File: config.mk
export PLATFORM = sky130hd
export DESIGN_NAME = mem_region_router
export DESIGN_NICKNAME = d
export VERILOG_FILES = /design/src/rtl/mem_router_pkg.sv /design/src/rtl/mem_router_id_fifo.sv /design/src/rtl/mem_region_router.sv
export SDC_FILE = /design/constraint.sdc
export NUM_CORES = 1
export LEC_CHECK = 0
export CAP_MARGIN = 20
export CORE_AREA = 2 2 125 127
export CTS_CLUSTER_SIZE = 16
export DETAILED_ROUTE_END_ITERATION = 12
export DIE_AREA = 0 0 127 129
export PLACE_DENSITY = 0.64
export SYNTH_ARGS = -nofsm -noshare
export SYNTH_HDL_FRONTEND = slang
export SYNTH_HIERARCHICAL = 1
export SYNTH_SLANG_ARGS = --single-unit
File: constraint.sdc
create_clock -name clk -period 10.4 [get_ports clk]
set_input_delay 1.04 -clock clk [delete_from_list [all_inputs] [get_ports clk]]
set_output_delay 1.04 -clock clk [all_outputs]
set_load 0.05 [all_outputs]
File: src/rtl/mem_router_pkg.sv
// Shared types and the address-decode helper for the memory region router.
// Tables are sized for the largest supported configuration (8 regions, 64-bit
// addresses); each instance pads its real region table into them.
package mem_router_pkg;

  localparam int MAX_REGIONS = 8;
  localparam int MAX_ADDR_W  = 64;
  localparam int ID_W        = $clog2(MAX_REGIONS + 1);

  typedef logic [ID_W-1:0] region_id_t;
  typedef logic [MAX_REGIONS-1:0][MAX_ADDR_W-1:0] region_tbl_t;

  // The miss ID is one past the last real region of the instance.
  function automatic region_id_t region_miss_id(input int n_regions);
    return region_id_t'(n_regions);
  endfunction

  // Lowest-index region whose masked address equals its base wins.
  function automatic region_id_t region_decode(input logic [MAX_ADDR_W-1:0] addr,
                                               input region_tbl_t           base,
                                               input region_tbl_t           mask,
                                               input int                    n_regions);
    region_id_t id;
    id = region_miss_id(n_regions);
    for (int i = MAX_REGIONS - 1; i >= 0; i--) begin
      if ((i < n_regions) && ((addr & mask[i]) == base[i])) begin
        id = region_id_t'(i);
      end
    end
    return id;
  endfunction

endpackage

File: src/rtl/mem_router_id_fifo.sv
// Region-ID FIFO holding one entry per outstanding request, oldest at the head.
// Pointers wrap naturally (DEPTH is a power of two); the count carries one
// extra bit so full and empty are distinguishable.
module mem_router_id_fifo
  import mem_router_pkg::*;
#(
  parameter int DEPTH = 4
) (
  input  logic                   clk,
  input  logic                   rst_n,
  input  logic                   push_i,
  input  region_id_t             push_id_i,
  input  logic                   pop_i,
  output region_id_t             head_o,
  output logic                   full_o,
  output logic                   empty_o,
  output logic [$clog2(DEPTH):0] count_o
);

  localparam int PTR_W = $clog2(DEPTH);

  region_id_t       mem_q [DEPTH];
  logic [PTR_W-1:0] wptr_q, rptr_q;
  logic [PTR_W:0]   cnt_q;
  logic             do_push, do_pop;

  assign empty_o = (cnt_q == '0);
  assign full_o  = (cnt_q == (PTR_W + 1)'(DEPTH));
  assign count_o = cnt_q;
  assign head_o  = mem_q[rptr_q];
  assign do_push = push_i && !full_o;
  assign do_pop  = pop_i && !empty_o;

  // Entry storage; contents are don't-care until counted as valid.
  always_ff @(posedge clk) begin
    if (do_push) begin
      mem_q[wptr_q] <= push_id_i;
    end
  end

  // Pointer and occupancy bookkeeping.
  always_ff @(posedge clk or negedge rst_n) begin
    if (!rst_n) begin
      wptr_q <= '0;
      rptr_q <= '0;
      cnt_q  <= '0;
    end else begin
      if (do_push) wptr_q <= wptr_q + PTR_W'(1);
      if (do_pop)  rptr_q <= rptr_q + PTR_W'(1);
      case ({do_push, do_pop})
        2'b10:   cnt_q <= cnt_q + (PTR_W + 1)'(1);
        2'b01:   cnt_q <= cnt_q - (PTR_W + 1)'(1);
        default: cnt_q <= cnt_q;
      endcase
    end
  end

endmodule

File: src/rtl/mem_region_router.sv
// Routes host memory requests to one of N_REGIONS targets by address and
// returns responses strictly in issue order. Only one region may have requests
// in flight at a time, so ordering across targets is preserved by draining
// before a region switch. Decode misses get a local error response.
module mem_region_router
  import mem_router_pkg::*;
#(
  parameter int                          N_REGIONS   = 4,
  parameter int                          ADDR_W      = 32,
  parameter int                          DATA_W      = 32,
  parameter int                          MAX_OUTST   = 4,
  parameter logic [N_REGIONS*ADDR_W-1:0] REGION_BASE = '0,
  parameter logic [N_REGIONS*ADDR_W-1:0] REGION_MASK = '0
) (
  input  logic                          clk,
  input  logic                          rst,
  input  logic                          h_req_i,
  output logic                          h_gnt_o,
  input  logic [ADDR_W-1:0]             h_addr_i,
  input  logic                          h_we_i,
  input  logic [DATA_W/8-1:0]           h_be_i,
  input  logic [DATA_W-1:0]             h_wdata_i,
  output logic                          h_rvalid_o,
  output logic [DATA_W-1:0]             h_rdata_o,
  output logic                          h_err_o,
  output logic [N_REGIONS-1:0]          t_req_o,
  input  logic [N_REGIONS-1:0]          t_gnt_i,
  output logic [ADDR_W-1:0]             t_addr_o,
  output logic                          t_we_o,
  output logic [DATA_W/8-1:0]           t_be_o,
  output logic [DATA_W-1:0]             t_wdata_o,
  input  logic [N_REGIONS-1:0]          t_rvalid_i,
  input  logic [N_REGIONS*DATA_W-1:0]   t_rdata_i,
  input  logic [N_REGIONS-1:0]          t_err_i,
  output logic                          proto_err_o,
  output logic [$clog2(MAX_OUTST):0]    outst_cnt_o
);

  localparam int         CNT_W   = $clog2(MAX_OUTST) + 1;
  localparam region_id_t ID_MISS = region_miss_id(N_REGIONS);

  region_tbl_t            base_tbl, mask_tbl;
  logic [MAX_ADDR_W-1:0]  addr_ext;
  region_id_t             sel;
  logic                   sel_gnt;
  logic                   issue_ok;

  region_id_t             head;
  logic                   fifo_full, fifo_empty;
  logic                   push, pop;
  logic [CNT_W-1:0]       cnt_after;

  region_id_t             last_id_q, last_id_d;
  logic                   miss_head_q, miss_head_d;
  logic                   proto_err_q, proto_err_d;

  logic                   rsp_vld, rsp_err;
  logic [DATA_W-1:0]      rsp_data;
  logic [N_REGIONS-1:0]   expect_mask;

  // Pad the per-instance region table into the package-sized table.
  always_comb begin
    base_tbl = '0;
    mask_tbl = '0;
    for (int i = 0; i < N_REGIONS; i++) begin
      base_tbl[i][ADDR_W-1:0] = REGION_BASE[i*ADDR_W +: ADDR_W];
      mask_tbl[i][ADDR_W-1:0] = REGION_MASK[i*ADDR_W +: ADDR_W];
    end
  end

  assign addr_ext = MAX_ADDR_W'(h_addr_i);
  assign sel      = region_decode(addr_ext, base_tbl, mask_tbl, N_REGIONS);

  // Issue is blocked when full or when the request targets a different
  // region than the ones still in flight.
  assign issue_ok = !fifo_full && (fifo_empty || (sel == last_id_q));

  // Grant comes from the selected target, or locally for a miss.
  always_comb begin
    sel_gnt = (sel == ID_MISS);
    for (int i = 0; i < N_REGIONS; i++) begin
      if (sel == region_id_t'(i)) sel_gnt = t_gnt_i[i];
    end
  end

  assign h_gnt_o = rst && h_req_i && issue_ok && sel_gnt;
  assign push    = h_gnt_o;

  // Route the request to the decoded target only.
  always_comb begin
    t_req_o = '0;
    for (int i = 0; i < N_REGIONS; i++) begin
      t_req_o[i] = rst && h_req_i && issue_ok && (sel == region_id_t'(i));
    end
  end

  assign t_addr_o  = rst ? h_addr_i  : '0;
  assign t_we_o    = rst && h_we_i;
  assign t_be_o    = rst ? h_be_i    : '0;
  assign t_wdata_o = rst ? h_wdata_i : '0;

  mem_router_id_fifo #(
    .DEPTH (MAX_OUTST)
  ) u_id_fifo (
    .clk       (clk),
    .rst_n     (rst),
    .push_i    (push),
    .push_id_i (sel),
    .pop_i     (pop),
    .head_o    (head),
    .full_o    (fifo_full),
    .empty_o   (fifo_empty),
    .count_o   (outst_cnt_o)
  );

  // Select the response of the head region; a miss at the head answers itself.
  always_comb begin
    rsp_vld     = 1'b0;
    rsp_err     = 1'b0;
    rsp_data    = '0;
    expect_mask = '0;
    if (miss_head_q) begin
      rsp_vld = 1'b1;
      rsp_err = 1'b1;
    end else if (!fifo_empty) begin
      for (int i = 0; i < N_REGIONS; i++) begin
        if (head == region_id_t'(i)) begin
          expect_mask[i] = 1'b1;
          rsp_vld        = t_rvalid_i[i];
          rsp_err        = t_err_i[i];
          rsp_data       = t_rdata_i[i*DATA_W +: DATA_W];
        end
      end
    end
    if (!rsp_vld) rsp_err  = 1'b0;
    if (!rsp_vld || rsp_err) rsp_data = '0;
  end

  assign pop        = rsp_vld;
  assign h_rvalid_o = rsp_vld;
  assign h_err_o    = rsp_err;
  assign h_rdata_o  = rsp_data;

  // All in-flight entries share one region ID, so the head is a miss exactly
  // when the FIFO is non-empty and the last pushed ID is the miss ID.
  always_comb begin
    last_id_d   = push ? sel : last_id_q;
    cnt_after   = outst_cnt_o + CNT_W'(push) - CNT_W'(pop);
    miss_head_d = (cnt_after != '0) && (last_id_d == ID_MISS);
    proto_err_d = proto_err_q || (|(t_rvalid_i & ~expect_mask));
  end

  // Control state: last issued region, pending miss response, sticky protocol flag.
  always_ff @(posedge clk or negedge rst) begin
    if (!rst) begin
      last_id_q   <= '0;
      miss_head_q <= 1'b0;
      proto_err_q <= 1'b0;
    end else begin
      last_id_q   <= last_id_d;
      miss_head_q <= miss_head_d;
      proto_err_q <= proto_err_d;
    end
  end

  assign proto_err_o = proto_err_q;

endmodule

==> out/results.tsv, run 1 <==
metric	value	unit
status	complete, no violations	
cts-resized-gates	0	
yosysMostFrequentCell	and2_1	
synth_compound_area_frac	0.156	
clock_tree.htree_level_count	2	
drtIter0Drc	85	
crit_fanout	71	
drive_gt1_frac	0.101	
seq_area_frac_synth	0.251	
max_clock_freq	0.192	GHz
post-place-ws	5390	ps
synthCells	338	
cts_setup_buffers	0	
drc	0	
die-area	16400	sq um
cp.arrival	4180	ps
cp-end-kind	primary output	
synth_top_area_cell	edfxtp_1	
synth_mux_area_frac	0.170	
grt_overflow	0	
synth_top_area_frac	0.150	
wl_per_cell	15.5	um
yosysWarnings	6	
finClkSkew	2.05	ps
post-route-period-util	0.502	
worst_ep_required_time	9360	ps
maxSlewViolCount	0	
grt_pass1_vias	3711	
coreArea	15000	sq um
detail-route-antenna-nets	0	
synth_common_cells	and2_1 (73), mux2i_1 (26), nor2_1 (23)	
slew_headroom	0.391	
synth_xor_xnor_area_share	0.0219	
hold_slack	467	ps
rsz0062_at_grt	false	
peakVddDrop	0.000153	V
hp-class	reg2reg	
clockBufferDepth	2	
grt_util_all_layers	0.149	
placed_cells	835	
p_per_area	198	nW/um^2
worstSetupPathType	reg2out	
clkSlewWorstSetupHoldPaths	50	ps
grt_pass1_wl	19.5	mm
portBuffers	317	
numCtsBuffers	5	
ioPinCount	324	
via_count	3693	
tns	0	ps
setup_viol	0	
dominantRegCellSynth	edfxtp_1	
ys_types	50	
rows	45	
antenna_found_initial	1	
worst_pin_slew	913	ps
hold_buffers	0	
clockRootBuffer	clkbuf_16	
clock-sinks	29	
start_util	0.214	
postLayoutCoreUtil	0.451	
first_pass_iters	4	
die_w	127	um
worst_slack	5180	ps
viasPerCell	4.37	
yosys.area_share.adder	0.0398	
p_leak	2.54	nW
hpwl	10.7	mm
gp_congestion	0.762	
reg2reg_depth	13	
cts_tree	done	
min_path_cells	1	
die_h	129	um
ys_seq_elements	29	
async_flop_share	0.448	
final-hold-violation-count	0	
netlist_area	3210	sq um
start_kind	flip-flop	
cap_viol_max_count	0	
syn_avg_cell_area	9.48	sq um
finalNetCount	876	
nFillCells	1409	
layoutNonFillerInstCount	845	
period_needed	5220	ps
synth_edf_count	16	
synthSimpleGateAreaFrac	0.292	
finalWirelength	13.1	mm
grt_max_degree	84	
clk_latency	270	ps
synth_top_family_by_area	simple AND/OR/NAND/NOR gates	
synth.area.top_cells	edfxtp_1 (15%), and2_1 (14%), dfrtp_1 (10%), mux2i_1 (8.1%), mux2_2 (4.6%)	
area_growth	111	%
==> where the power goes <==
| group | switching (mW) | internal (mW) |
|---|---|---|
| logic | 0.574 | 0.400 |
| registers | 0.0321 | 0.145 |
| clock network | 0.0496 | 0.137 |
| total | 0.656 | 0.682 |
==> cells in the final DEF, fill, tap and decap left out, drive strengths merged, types with 2 or more instances in the layout <==
master	netlist	final
xor2	3	3
a211oi	25	25
nand2	4	4
edfxtp	16	16
nand2b	2	2
nor3	16	16
conb	1	19
ha	7	7
fa	2	2
nor2	23	23
buf	19	6
nor3b	2	2
nor2b	14	14
o22a	6	6
clkbuf	11	5
o22ai	13	13
mux4	5	5
xnor2	5	5
bufinv	0	2
mux2	15	15
clkdlybuf4s50	0	316
o21a	3	3
and2	76	76
nand3	2	2
inv	12	12
nor4	3	3
dfrtp	13	13
mux2i	26	26
==> final timing paths <==
| check | slack (ps) | to | from |
|---|---|---|---|
| worst max register to register | 6290 | miss_head_q$_DFF_PN0_ | u_id_fifo/rptr_q[0]$_DFFE_PN0P_ |
| max in group asynchronous | 9300 | u_id_fifo/wptr_q[1]$_DFFE_PN0P_ | rst |
| worst min-delay path | 470 | miss_head_q$_DFF_PN0_ | last_id_q[0]$_DFF_PN0_ |
| min in group asynchronous | 890 | u_id_fifo/count_o[2]$_DFFE_PN0P_ | rst |
| worst min register to register | 470 | miss_head_q$_DFF_PN0_ | last_id_q[0]$_DFF_PN0_ |
| worst max-delay path | 5180 | h_rdata_o[31] | u_id_fifo/rptr_q[0]$_DFFE_PN0P_ |
==> final cells by class <==
cell class	instances	area, sq um	share of cell area
inverter	12	45.0	0.00667
clock inverter	3	65.1	0.00964
clock buffer	5	125	0.0185
timing repair buffer	322	3220	0.477
tap	188	235	0.0348
sequential	29	806	0.119
multi-input combinational	285	2250	0.334
antenna	1	2.50	0.000371
==> through the flow <==
| stage | cell area [sq um] | power (mW) |
|---|---|---|
| global route | 6750 | 1.42 |
| CTS | 6730 | 1.35 |
| detailed placement | 6540 | 1.16 |
| global placement | 6540 | 1.14 |
| finish | 6750 | 1.34 |
| floorplan | 3270 | 0.877 |
==> worst max-delay path: stages, from the launching register on <==
cell and delay, ps:
dfrtp_1 490, mux4_2 380, buf_4 690, nand4bb_4 370
nor2_1 330, o311ai_4 130, buf_4 300, a211oi_1 310
clkdlybuf4s50_1 880
==> state kept, by name, indices dropped and copies added, names as in the netlist <==
name               flops
last_id_q              4
miss_head_q            1
proto_err_o            1
u_id_fifo/count_o      3
u_id_fifo/mem_q       16
u_id_fifo/rptr_q       2
u_id_fifo/wptr_q       2
==> layer usage <==
metal  up-vias  track usage  routed length, um
met2       184        0.283               6930
met5         -            0                  0
met4         0       0.0343                113
met1      1679        0.165               4850
li1       1821            -                  -
met3         9       0.0399               1170
==> kinds of logic after synthesis <==
family	Yosys count
adders and majority gates	9
xor gates and xnor gates	8
and+or+nand+nor	146
buffers and inverters	42
other	1
AOI/OAI and AO/OA	57
muxes	46
DFF	29
Power figures use the tool's default switching activity.
==> run 2, diff against run 1 <==
--- a/config.mk
+++ b/config.mk
@@ -6,11 +6,11 @@
 export NUM_CORES = 1
 export LEC_CHECK = 0
 export CAP_MARGIN = 20
-export CORE_AREA = 2 2 125 127
+export CORE_AREA = 2 2 127 129
 export CTS_CLUSTER_SIZE = 16
 export DETAILED_ROUTE_END_ITERATION = 12
-export DIE_AREA = 0 0 127 129
-export PLACE_DENSITY = 0.64
+export DIE_AREA = 0 0 129 131
+export PLACE_DENSITY = 0.62
 export SYNTH_ARGS = -nofsm -noshare
 export SYNTH_HDL_FRONTEND = slang
 export SYNTH_HIERARCHICAL = 1
==> constraint.sdc (replaced) <==
create_clock -name clk -period 5.39 [get_ports clk]
set_input_delay 0.539 -clock clk [delete_from_list [all_inputs] [get_ports clk]]
set_output_delay 0.539 -clock clk [all_outputs]
set_load 0.05 [all_outputs]
==> run 2 against run 1 <==
Sequential share of layout area is essentially flat; worst hold slack lost 300 ps; routed wire length fell by 0.35%; non-clock buffer count grew 1; largest cell class unchanged; utilization fell by 2.0 points; clock power is 37% higher.
==> out/results.tsv, run 2 (synthesized netlist as in run 1, its figures left out) <==
metric	value	unit	change
clock-sinks	29		unchanged
regMostFlops	u_id_fifo/mem_q		unchanged
first_pass_iters	4		unchanged
layout_commonest_cell	clkdlybuf4s50_1		unchanged
die_h	131	um	was 129 um
cap_viol_max_count	0		unchanged
setup_viol	0		unchanged
p_leak	2.51	nW	was 2.54 nW
routed.top_layer	met5		was met4
grt_pass1_wl	19.0	mm	was 19.5 mm
largest_reg_flops	16		unchanged
drtIter0Drc	49		was 85
antenna_cells	0		was 1
worst_ep_required_time	4850	ps	was 9360 ps
finalNetCount	877		was 876
wl_met1	4.70	mm	was 4.85 mm
nFillCells	1511		was 1409
post-place-ws	1100	ps	was 5390 ps
cp.arrival	4000	ps	was 4180 ps
seq_area	806	sq um	unchanged
hpwl	11.0	mm	was 10.7 mm
stdcell_area	6730	sq um	was 6750 sq um
maxSlewViolCount	0		unchanged
slew_headroom	0.590		was 0.391
postLayoutCoreUtil	0.431		was 0.451
layoutNonFillerInstCount	873		was 845
via_count	3638		was 3693
cts_tree	done		unchanged
dr_wl_met2	6.92	mm	was 6.93 mm
hold_slack	168	ps	was 467 ps
worstSetupPathType	reg2out		unchanged
power.switching	1.25	mW	was 0.656 mW
post-route-period-util	0.843		
finClkSkew	1.77	ps	was 2.05 ps
period_needed	4540	ps	
placed_cells	865		was 835
rsz0062_at_grt	false		unchanged
peakVddDrop	0.000187	V	was 0.000153 V
antenna_found_initial	1		unchanged
clkPwrFrac	0.103		was 0.139
numCtsBuffers	5		unchanged
multi_input_area	2250	sq um	unchanged
finalWirelength	13.0	mm	was 13.1 mm
switching_share	0.506		was 0.490
die_w	129	um	was 127 um
grt_overflow	0		unchanged
area_growth	110	%	was 111%
cp_slowest_cell	mux4_2		was clkdlybuf4s50_1
viasPerCell	4.17		was 4.37
final-hold-violation-count	0		unchanged
start_kind	flip-flop		unchanged
placed_area	6590	sq um	was 6540 sq um
hp-class	in2async		was reg2reg
final_cell_mix	clkdlybuf4s50_1 (316), and2_1 (73), mux2i_1 (26)		unchanged
detail-route-antenna-nets	0		unchanged
status	complete, no violations		unchanged
coreArea	15600	sq um	was 15000 sq um
tns	0	ps	unchanged
ioPinCount	324		unchanged
slowest_delay	840	ps	was 880 ps
worst_pin_slew	614	ps	was 913 ps
dr_wl_met3	1.27	mm	was 1.17 mm
cts_setup_buffers	0		unchanged
drc	0		unchanged
crit_buf_inv	2		was 3
path_delay_family	buffers and inverters		unchanged
grt_pass1_vias	3746		was 3711
p_int	1.22	mW	was 0.682 mW
cts-resized-gates	0		unchanged
portBuffers	317		unchanged
hold_buffers	0		unchanged
reg2reg_slack	1480	ps	was 6290 ps
start_util	0.206		was 0.214
finalPower	2.47	mW	was 1.34 mW
crit_fanout	22		was 71
grt_max_degree	70		was 84
crit_chain	mux4_2 -> nand4bb_4 -> nor2_1 -> o311ai_4 -> buf_4 -> nor3_1 -> clkdlybuf4s50_1		was mux4_2 -> buf_4 -> nand4bb_4 -> nor2_1 -> o311ai_4 -> buf_4 -> a211oi_1 -> clkdlybuf4s50_1
cp-end-kind	primary output		unchanged
gp_congestion	0.746		was 0.762
wl_per_cell	14.9	um	was 15.5 um
clockBufferDepth	2		unchanged
drive_gt1_frac	0.0989		was 0.101
clkSlewWorstSetupHoldPaths	50	ps	about the same
clk_latency	270	ps	about the same
max_clock_freq	0.220	GHz	
p_comb_frac	0.758		was 0.729
clockRootBuffer	clkbuf_16		unchanged
grt_util_all_layers	0.142		was 0.149
p_per_area	367	nW/um^2	was 198 nW/um^2
clock_tree.htree_level_count	2		unchanged
die-area	16900	sq um	was 16400 sq um
worst_slack	847	ps	was 5180 ps
p_seq_frac	0.139		was 0.132
rows	46		was 45
run 2: cell count changes in the layout (fill, tap and decap cells not counted), sizes merged:
cell and change:
buf +1, clkinv +2, bufinv -2, diode -1
run 2: worst paths after layout:
| kind | cells past startpoint | from | end |
|---|---|---|---|
| setup reg to reg | 12 | u_id_fifo/rptr_q[0]$_DFFE_PN0P_ | miss_head_q$_DFF_PN0_ |
| min in group clk | 1 | last_id_q[0]$_DFF_PN0_ | miss_head_q$_DFF_PN0_ |
| hold / removal | 1 | rst | u_id_fifo/count_o[0]$_DFFE_PN0P_ |
| setup / recovery | 7 | u_id_fifo/rptr_q[0]$_DFFE_PN0P_ | h_rdata_o[6] |
| max in group asynchronous | 1 | rst | u_id_fifo/rptr_q[1]$_DFFE_PN0P_ |
| hold reg to reg | 1 | last_id_q[0]$_DFF_PN0_ | miss_head_q$_DFF_PN0_ |
run 2: power by group through the flow:
stage / Combinational, mW / Clock [mW] / Sequential, mW
5_1_grt: 2.01 / 0.272 / 0.356
2_1_floorplan: 1.33 / 0 / 0.363
3_5_place_dp: 1.88 / 0 / 0.348
3_3_place_gp: 1.86 / 0 / 0.346
4_1_cts: 1.89 / 0.261 / 0.345
6_report: 1.87 / 0.254 / 0.343
run 2: metal layers:
layer / up-vias / track usage
li1: 1819 / -
met1: 1618 / 0.144
met2: 189 / 0.284
met3: 10 / 0.0485
met4: 2 / 0.0269
met5: - / 0
run 2: area by class of cell:
type	instances	area share
Sequential cell	29	0.120
Clock buffer	5	0.0186
Multi-Input combinational cell	285	0.335
Inverter	12	0.00670
Clock inverter	3	0.00186
Tap cell	216	0.0402
Timing Repair Buffer	323	0.478
